`config.mk`:
```
export PLATFORM = sky130hd
export DESIGN_NAME = ps2_mouse_ctrl_flat
export DESIGN_NICKNAME = d
export VERILOG_FILES = /design/src/rtl/ps2_mouse_if.sv /design/src/rtl/ps2_mouse_ctrl.sv /design/src/flat_wrapper.sv
export SDC_FILE = /design/constraint.sdc
export NUM_CORES = 1
export LEC_CHECK = 0
export CAP_MARGIN = 20
export CORE_MARGIN = 10
export CORE_UTILIZATION = 56
export DETAILED_ROUTE_END_ITERATION = 6
export GPL_TIMING_DRIVEN = 0
export PLACE_DENSITY = 0.77
export SLEW_MARGIN = 20
export SYNTH_ARGS = -nofsm -noshare
export SYNTH_HDL_FRONTEND = slang
export SYNTH_SLANG_ARGS = --single-unit
```
`constraint.sdc`:
```
create_clock -name clk -period 4.6 [get_ports clk]
set_input_delay 0.92 -clock clk [delete_from_list [all_inputs] [get_ports clk]]
set_output_delay 0.92 -clock clk [all_outputs]
set_load 0.03 [all_outputs]
```
`src/rtl/ps2_mouse_if.sv`:
```
// Bundle between the PS/2 mouse controller, its byte transceiver and user logic.
// master drives strobes and programming inputs; slave is the controller.
interface ps2_mouse_if;
    logic       read;
    logic       write;
    logic       err;
    logic       setmax_x;
    logic       setmax_y;
    logic       setx;
    logic       sety;
    logic [9:0] value;
    logic [7:0] rx_data;
    logic [7:0] tx_data;
    logic       left;
    logic       middle;
    logic       right;
    logic [9:0] xpos;
    logic [9:0] ypos;
    logic [3:0] zpos;
    logic       new_event;

    modport master (
        output read, err, setmax_x, setmax_y, setx, sety, value, rx_data,
        input  write, tx_data, left, middle, right, xpos, ypos, zpos, new_event
    );

    modport slave (
        input  read, err, setmax_x, setmax_y, setx, sety, value, rx_data,
        output write, tx_data, left, middle, right, xpos, ypos, zpos, new_event
    );
endinterface

```
`src/rtl/ps2_mouse_ctrl.sv`:
```
// PS/2 mouse protocol controller: init sequence, stream packet decode, clamped cursor.
// Define MOUSE_WHEEL_EN to enable the IntelliMouse wheel handshake and 4-byte packets.
module ps2_mouse_ctrl #(
    parameter logic [9:0] MAX_X_RST   = 10'd640,
    parameter logic [9:0] MAX_Y_RST   = 10'd480,
    parameter logic [7:0] SAMPLE_RATE = 8'h28
) (
    input  logic       clk,
    input  logic       rst,
    ps2_mouse_if.slave bus
);
    localparam logic [3:0] RST_SEND  = 4'd0;
    localparam logic [3:0] RST_ACK   = 4'd1;
    localparam logic [3:0] RST_BAT   = 4'd2;
    localparam logic [3:0] RST_ID    = 4'd3;
    localparam logic [3:0] SR_SEND   = 4'd4;
    localparam logic [3:0] SR_ACK    = 4'd5;
    localparam logic [3:0] RATE_SEND = 4'd6;
    localparam logic [3:0] RATE_ACK  = 4'd7;
    localparam logic [3:0] EN_SEND   = 4'd8;
    localparam logic [3:0] EN_ACK    = 4'd9;
    localparam logic [3:0] STREAM    = 4'd10;
`ifdef MOUSE_WHEEL_EN
    localparam logic [3:0] ID_SEND   = 4'd11;
    localparam logic [3:0] ID_ACK    = 4'd12;
    localparam logic [3:0] ID_READ   = 4'd13;
    localparam logic [1:0] LAST_RATE = 2'd3;
    localparam logic [3:0] POST_RATE = ID_SEND;
`else
    localparam logic [3:0] LAST_RATE_PAD = 4'd0;
    localparam logic [1:0] LAST_RATE = LAST_RATE_PAD[1:0];
    localparam logic [3:0] POST_RATE = EN_SEND;
`endif

    logic [3:0] state;
    logic [1:0] rate_cnt;
    logic [1:0] idx;
    logic [6:0] b0_r;      // {yov, xov, ysign, xsign, middle, right, left}
    logic [7:0] dx_r, dy_r;
    logic       wheel_mode;
    logic       write_r;
    logic [7:0] tx_r;
    logic [9:0] max_x_r, max_y_r, xpos_r, ypos_r;
    logic       left_r, middle_r, right_r, evt_r;

    // The rate table is walked in order; only entry 0 is used without the wheel.
    function automatic logic [7:0] rate_byte(input logic [1:0] i);
        case (i)
            2'd1:    rate_byte = 8'd200;
            2'd2:    rate_byte = 8'd100;
            2'd3:    rate_byte = 8'd80;
            default: rate_byte = SAMPLE_RATE;
        endcase
    endfunction

    function automatic logic [9:0] clamp(input logic signed [11:0] v, input logic [9:0] m);
        if (m == 10'd0 || v[11])                  clamp = 10'd0;
        else if (v >= $signed({2'b00, m}))         clamp = m - 10'd1;
        else                                       clamp = v[9:0];
    endfunction

    logic               pkt_done;
    logic [7:0]         dy_byte;
    logic signed [11:0] dx12, dy12, x_sum, y_sum;
    logic [9:0]         x_nxt, y_nxt;

    assign pkt_done = (state == STREAM) && bus.read && !bus.err &&
                      (idx == (wheel_mode ? 2'd3 : 2'd2));
    assign dy_byte  = wheel_mode ? dy_r : bus.rx_data;
    assign dx12     = b0_r[5] ? 12'sd0 : $signed({{4{b0_r[3]}}, dx_r});
    assign dy12     = b0_r[6] ? 12'sd0 : $signed({{4{b0_r[4]}}, dy_byte});
    assign x_sum    = $signed({2'b00, xpos_r}) + dx12;
    assign y_sum    = $signed({2'b00, ypos_r}) - dy12;

    // Programming inputs take precedence over a coincident packet on their axis.
    always_comb begin
        x_nxt = xpos_r;
        if (bus.setx)
            x_nxt = clamp({2'b00, bus.value}, bus.setmax_x ? bus.value : max_x_r);
        else if (bus.setmax_x)
            x_nxt = clamp({2'b00, xpos_r}, bus.value);
        else if (pkt_done)
            x_nxt = clamp(x_sum, max_x_r);
    end

    always_comb begin
        y_nxt = ypos_r;
        if (bus.sety)
            y_nxt = clamp({2'b00, bus.value}, bus.setmax_y ? bus.value : max_y_r);
        else if (bus.setmax_y)
            y_nxt = clamp({2'b00, ypos_r}, bus.value);
        else if (pkt_done)
            y_nxt = clamp(y_sum, max_y_r);
    end

    always_ff @(posedge clk or posedge rst) begin
        if (rst) begin
            state    <= RST_SEND;
            rate_cnt <= 2'd0;
            idx      <= 2'd0;
            b0_r     <= 7'd0;
            dx_r     <= 8'd0;
            dy_r     <= 8'd0;
            write_r  <= 1'b0;
            tx_r     <= 8'd0;
`ifdef MOUSE_WHEEL_EN
            wheel_mode <= 1'b0;
`endif
        end else begin
            write_r <= 1'b0;
            if (state != STREAM && bus.err) begin
                state <= RST_SEND;
            end else begin
                case (state)
                    RST_SEND: begin
                        write_r  <= 1'b1;
                        tx_r     <= 8'hFF;
                        rate_cnt <= 2'd0;
`ifdef MOUSE_WHEEL_EN
                        wheel_mode <= 1'b0;
`endif
                        state    <= RST_ACK;
                    end
                    RST_ACK: if (bus.read) state <= (bus.rx_data == 8'hFA) ? RST_BAT : RST_SEND;
                    RST_BAT: if (bus.read) state <= (bus.rx_data == 8'hAA) ? RST_ID  : RST_SEND;
                    RST_ID:  if (bus.read) state <= (bus.rx_data == 8'h00) ? SR_SEND : RST_SEND;
                    SR_SEND: begin
                        write_r <= 1'b1;
                        tx_r    <= 8'hF3;
                        state   <= SR_ACK;
                    end
                    SR_ACK: if (bus.read) state <= (bus.rx_data == 8'hFA) ? RATE_SEND : RST_SEND;
                    RATE_SEND: begin
                        write_r <= 1'b1;
                        tx_r    <= rate_byte(rate_cnt);
                        state   <= RATE_ACK;
                    end
                    RATE_ACK: if (bus.read) begin
                        if (bus.rx_data != 8'hFA)     state <= RST_SEND;
                        else if (rate_cnt == LAST_RATE) state <= POST_RATE;
                        else begin
                            rate_cnt <= rate_cnt + 2'd1;
                            state    <= SR_SEND;
                        end
                    end
`ifdef MOUSE_WHEEL_EN
                    ID_SEND: begin
                        write_r <= 1'b1;
                        tx_r    <= 8'hF2;
                        state   <= ID_ACK;
                    end
                    ID_ACK: if (bus.read) state <= (bus.rx_data == 8'hFA) ? ID_READ : RST_SEND;
                    ID_READ: if (bus.read) begin
                        if (bus.rx_data == 8'h03 || bus.rx_data == 8'h00) begin
                            wheel_mode <= bus.rx_data[0];
                            state      <= EN_SEND;
                        end else begin
                            state <= RST_SEND;
                        end
                    end
`endif
                    EN_SEND: begin
                        write_r <= 1'b1;
                        tx_r    <= 8'hF4;
                        state   <= EN_ACK;
                    end
                    EN_ACK: if (bus.read) begin
                        idx   <= 2'd0;
                        state <= (bus.rx_data == 8'hFA) ? STREAM : RST_SEND;
                    end
                    STREAM: begin
                        if (bus.err) begin
                            idx <= 2'd0;
                        end else if (bus.read) begin
                            case (idx)
                                2'd0: if (bus.rx_data[3]) begin
                                    b0_r <= {bus.rx_data[7:4], bus.rx_data[2:0]};
                                    idx  <= 2'd1;
                                end
                                2'd1: begin
                                    dx_r <= bus.rx_data;
                                    idx  <= 2'd2;
                                end
                                2'd2: begin
                                    dy_r <= bus.rx_data;
                                    idx  <= wheel_mode ? 2'd3 : 2'd0;
                                end
                                default: idx <= 2'd0;
                            endcase
                        end
                    end
                    default: state <= RST_SEND;
                endcase
            end
        end
    end

`ifndef MOUSE_WHEEL_EN
    assign wheel_mode = 1'b0;
`endif

    always_ff @(posedge clk or posedge rst) begin
        if (rst) begin
            max_x_r  <= MAX_X_RST;
            max_y_r  <= MAX_Y_RST;
            xpos_r   <= 10'd0;
            ypos_r   <= 10'd0;
            left_r   <= 1'b0;
            middle_r <= 1'b0;
            right_r  <= 1'b0;
            evt_r    <= 1'b0;
        end else begin
            if (bus.setmax_x) max_x_r <= bus.value;
            if (bus.setmax_y) max_y_r <= bus.value;
            xpos_r <= x_nxt;
            ypos_r <= y_nxt;
            evt_r  <= pkt_done;
            if (pkt_done) begin
                left_r   <= b0_r[0];
                right_r  <= b0_r[1];
                middle_r <= b0_r[2];
            end
        end
    end

`ifdef MOUSE_WHEEL_EN
    logic [3:0] zpos_r;
    always_ff @(posedge clk or posedge rst) begin
        if (rst)                        zpos_r <= 4'd0;
        else if (pkt_done && wheel_mode) zpos_r <= zpos_r + bus.rx_data[3:0];
    end
    assign bus.zpos = zpos_r;
`else
    assign bus.zpos = 4'd0;
`endif

    assign bus.write     = write_r;
    assign bus.tx_data   = tx_r;
    assign bus.left      = left_r;
    assign bus.middle    = middle_r;
    assign bus.right     = right_r;
    assign bus.xpos      = xpos_r;
    assign bus.ypos      = ypos_r;
    assign bus.new_event = evt_r;
endmodule

```
`src/flat_wrapper.sv`:
```
// flat-port wrapper written by rule: the top's interface ports become plain ports
module ps2_mouse_ctrl_flat 
#(
    parameter logic [9:0] MAX_X_RST   = 10'd640,
    parameter logic [9:0] MAX_Y_RST   = 10'd480,
    parameter logic [7:0] SAMPLE_RATE = 8'h28
)
  (clk, rst, bus_read, bus_err, bus_setmax_x, bus_setmax_y, bus_setx, bus_sety, bus_value, bus_rx_data, bus_write, bus_tx_data, bus_left, bus_middle, bus_right, bus_xpos, bus_ypos, bus_zpos, bus_new_event);
  ps2_mouse_if bus_i ();
  input  logic clk;
  input  logic rst;
  input wire logic [$bits(bus_i.read)-1:0] bus_read;
  input wire logic [$bits(bus_i.err)-1:0] bus_err;
  input wire logic [$bits(bus_i.setmax_x)-1:0] bus_setmax_x;
  input wire logic [$bits(bus_i.setmax_y)-1:0] bus_setmax_y;
  input wire logic [$bits(bus_i.setx)-1:0] bus_setx;
  input wire logic [$bits(bus_i.sety)-1:0] bus_sety;
  input wire logic [$bits(bus_i.value)-1:0] bus_value;
  input wire logic [$bits(bus_i.rx_data)-1:0] bus_rx_data;
  output wire logic [$bits(bus_i.write)-1:0] bus_write;
  output wire logic [$bits(bus_i.tx_data)-1:0] bus_tx_data;
  output wire logic [$bits(bus_i.left)-1:0] bus_left;
  output wire logic [$bits(bus_i.middle)-1:0] bus_middle;
  output wire logic [$bits(bus_i.right)-1:0] bus_right;
  output wire logic [$bits(bus_i.xpos)-1:0] bus_xpos;
  output wire logic [$bits(bus_i.ypos)-1:0] bus_ypos;
  output wire logic [$bits(bus_i.zpos)-1:0] bus_zpos;
  output wire logic [$bits(bus_i.new_event)-1:0] bus_new_event;
  assign bus_i.read = bus_read;
  assign bus_i.err = bus_err;
  assign bus_i.setmax_x = bus_setmax_x;
  assign bus_i.setmax_y = bus_setmax_y;
  assign bus_i.setx = bus_setx;
  assign bus_i.sety = bus_sety;
  assign bus_i.value = bus_value;
  assign bus_i.rx_data = bus_rx_data;
  assign bus_write = bus_i.write;
  assign bus_tx_data = bus_i.tx_data;
  assign bus_left = bus_i.left;
  assign bus_middle = bus_i.middle;
  assign bus_right = bus_i.right;
  assign bus_xpos = bus_i.xpos;
  assign bus_ypos = bus_i.ypos;
  assign bus_zpos = bus_i.zpos;
  assign bus_new_event = bus_i.new_event;
  ps2_mouse_ctrl #(.MAX_X_RST(MAX_X_RST), .MAX_Y_RST(MAX_Y_RST), .SAMPLE_RATE(SAMPLE_RATE)) u_core (.clk(clk), .rst(rst), .bus(bus_i));
endmodule
```
==> qor.csv <==
metric,value,unit
run_status,finished clean,
finClkSkew,10.6,ps
holdWs,461,ps
h-tree-depth,3,
ys.flop_type,dfrtp_1,
route.detailed.drc,0,
endpoint_kind,register,
vias_per_cell,6.03,
synth_edf_count,0,
gp_congestion,0.941,
die_width,136,um
postRouteAntennaNets,0,
gr-total-overflow,0,
critPathArrivalTime,4670,ps
routedWlPerCell,18.3,um
tightest_slew,961,ps
period_needed,4390,ps
finalHoldViolations,0,
syn_inst,909,
critPathMaxFanout,8,
synthArstFlopShare,100,%
yosysTopAreaCellShare,22.9,%
cts_tree,yes,
clkTransAtPathRegs,60,ps
start_util,57.1,%
syn-cell-area,7530,um^2
hold_start,u_core.b0_r[2]$_DFFE_PP0P_,
final_util,67.0,%
dp_slack,-967,ps
syn_area_per_cell,8.28,um^2
numCtsBuffers,9,
cts_root_buf,clkbuf_16,
portBuffers,56,
r2r-start,u_core.b0_r[5]$_DFFE_PP0P_,
crit_type,in2reg,
min_period_over_period,95.5,%
hold_depth,2,
grt_use_total,23.0,%
synth.most_common_cell,ha_1,
die_y,136,um
hp-class,reg2reg,
yosysTopAreaCell,dfrtp_1,
io_pins,63,
fin_area,8830,um^2
drv_cap,0,
cts_buffer_depth,2,
setup_viol,0,
fin_nets,1103,
rows,42,
grt_pass1_wl,34300,um
worstSetupStartpointType,primary input,
place_area,8350,um^2
ys_seq_elements,75,
vias,7014,
die-area,18500,um^2
yosysWarningCount,0,
vdd_drop_max,280,uV
rrSetupSlack,270,ps
areaGrowthSynthToFinish,17.3,%
clock_sinks,75,
min_delay_worst_endpoint,u_core.bus.middle$_DFFE_PP0P_,
wirelength,21300,um
p_leak,0.00399,uW
fmax,228,MHz
cts_hold_buf,0,
cp.required,4870,ps
dp_cells,1145,
powerDensity,330,nW/um^2
grt_max_degree,45,
synthTopCellsByCount,"ha_1 (92), inv_1 (81), nor2_1 (75)",
drtIter0Drc,568,
dp_hpwl,16500,um
rsz0062_at_grt,yes,
fin_ws,207,ps
num_antenna_cells,0,
timing.rr.end,u_core.bus.xpos[8]$_DFFE_PP0P_,
grt_pass1_vias,6625,
ff2ff_path_depth,18,
fillers,1104,
synth_seq_area_share,25.0,%
antenna_found_initial,0,
clk_latency,350,ps
synth_area_leaders,"dfrtp_1 (23%), ha_1 (15%), xnor2_1 (5.1%)",
drtPass1Iterations,5,
ys_types,71,
relSlewSlack,35.5,%
core_area,13200,um^2
slew_violations,0,
instances_no_fill,1164,
drive_above_1_share,10.2,%
==> layer usage <==
layer  wire length (um)  GRT usage, %  up-vias
met4                328          5.62        0
met5                  0             0        -
li1                   -             -     3440
met2              10100          38.0      242
met1               9500          30.9     3298
met3               1340          3.25       34
==> worst max-delay path: stages <==
cell and delay [ps]:
clkdlybuf4s50_1 570, nand2b_1 140, ha_4 310, nor3_2 60, nor3_1 260, o21ai_2 120, a21boi_1 170, xnor2_1 170
ha_1 290, a2111oi_1 330, o21ai_1 130, o21ai_2 120, buf_4 180, a211oi_4 110, nor4b_1 490, o41ai_2 140
a21oi_1 160
==> worst max path at each step <==
| stage | from | end | slack [ps] |
|---|---|---|---|
| floorplan | bus_rx_data[0] | u_core.bus.ypos[3]$_DFFE_PP0P_ | 250 |
| global placement | bus_rx_data[1] | u_core.bus.ypos[7]$_DFFE_PP0P_ | -950 |
| detailed placement | bus_rx_data[1] | u_core.bus.ypos[7]$_DFFE_PP0P_ | -970 |
| CTS | bus_rx_data[0] | u_core.bus.ypos[7]$_DFFE_PP0P_ | 10 |
| global route | u_core.b0_r[5]$_DFFE_PP0P_ | u_core.bus.xpos[0]$_DFFE_PP0P_ | -110 |
| finish | bus_rx_data[5] | u_core.bus.ypos[8]$_DFFE_PP0P_ | 210 |
==> sequential cells by signal, summed over array words and instances (netlist names) <==
name / count
u_core.bus.left: 1
u_core.state: 4
u_core.bus.write: 1
u_core.bus.tx_data: 7
u_core.dx_r: 8
u_core.max_y_r: 10
u_core.bus.xpos: 10
u_core.bus.middle: 1
u_core.bus.right: 1
u_core.bus.ypos: 10
u_core.rate_cnt: 2
u_core.bus.new_event: 1
u_core.max_x_r: 10
u_core.idx: 2
u_core.b0_r: 7
==> where the power goes <==
group | switching, uW | internal [uW]
clock | 331 | 380
combinational | 796 | 581
sequential | 100 | 725
total | 1230 | 1690
==> repair_timing <==
item / 4_1_cts / 5_1_grt
resized for setup: 16 / 31
setup endpoints to repair: 19 / 20
buffers inserted: 4 / 1
gates cloned: 0 / 0
pin swaps: 4 / 5
==> through the flow <==
| step | TNS, ps | power [uW] |
|---|---|---|
| 3_3_place_gp | -14890 | 2050 |
| 2_1_floorplan | 0 | 1700 |
| 6_report | 0 | 2910 |
| 3_5_place_dp | -16030 | 2080 |
| 5_1_grt | -680 | 3100 |
| 4_1_cts | 0 | 2860 |
==> cells in the final DEF, fill, tap and decap left out, types with 28 or more instances in the layout <==
master           count
a21oi_1             52
clkdlybuf4s50_1     49
dfrtp_1             68
ha_1                91
inv_1               80
nand2_1             59
nor2_1              75
nor3_1              28
o21ai_0             53
xnor2_1             44
==> logic make-up after synthesis <==
| logic type | count (synthesis) | synth area share (%) |
|---|---|---|
| AO/OA/AOI/OAI | 242 | 21.7 |
| XOR/XNOR | 49 | 5.70 |
| adder cells (fa/ha/maj) | 94 | 15.8 |
| buffers and inverters | 117 | 6.36 |
| flip-flops | 75 | 25.0 |
| multiplexers | 38 | 5.37 |
| other | 1 | 0.0498 |
| AND/OR/NAND/NOR | 293 | 20.0 |
==> cell type report <==
cell class,count,area [um^2],share of cell area (%)
sequential,75,1890,21.3
tap,176,220,2.49
inverter,82,310,3.51
clock buffer,9,225,2.55
buffer,33,169,1.91
timing repair buffer,62,643,7.28
multi-input combinational,720,5320,60.2
clock inverter,7,65.1,0.736
Note: power is estimated with default switching activity, not from simulation.
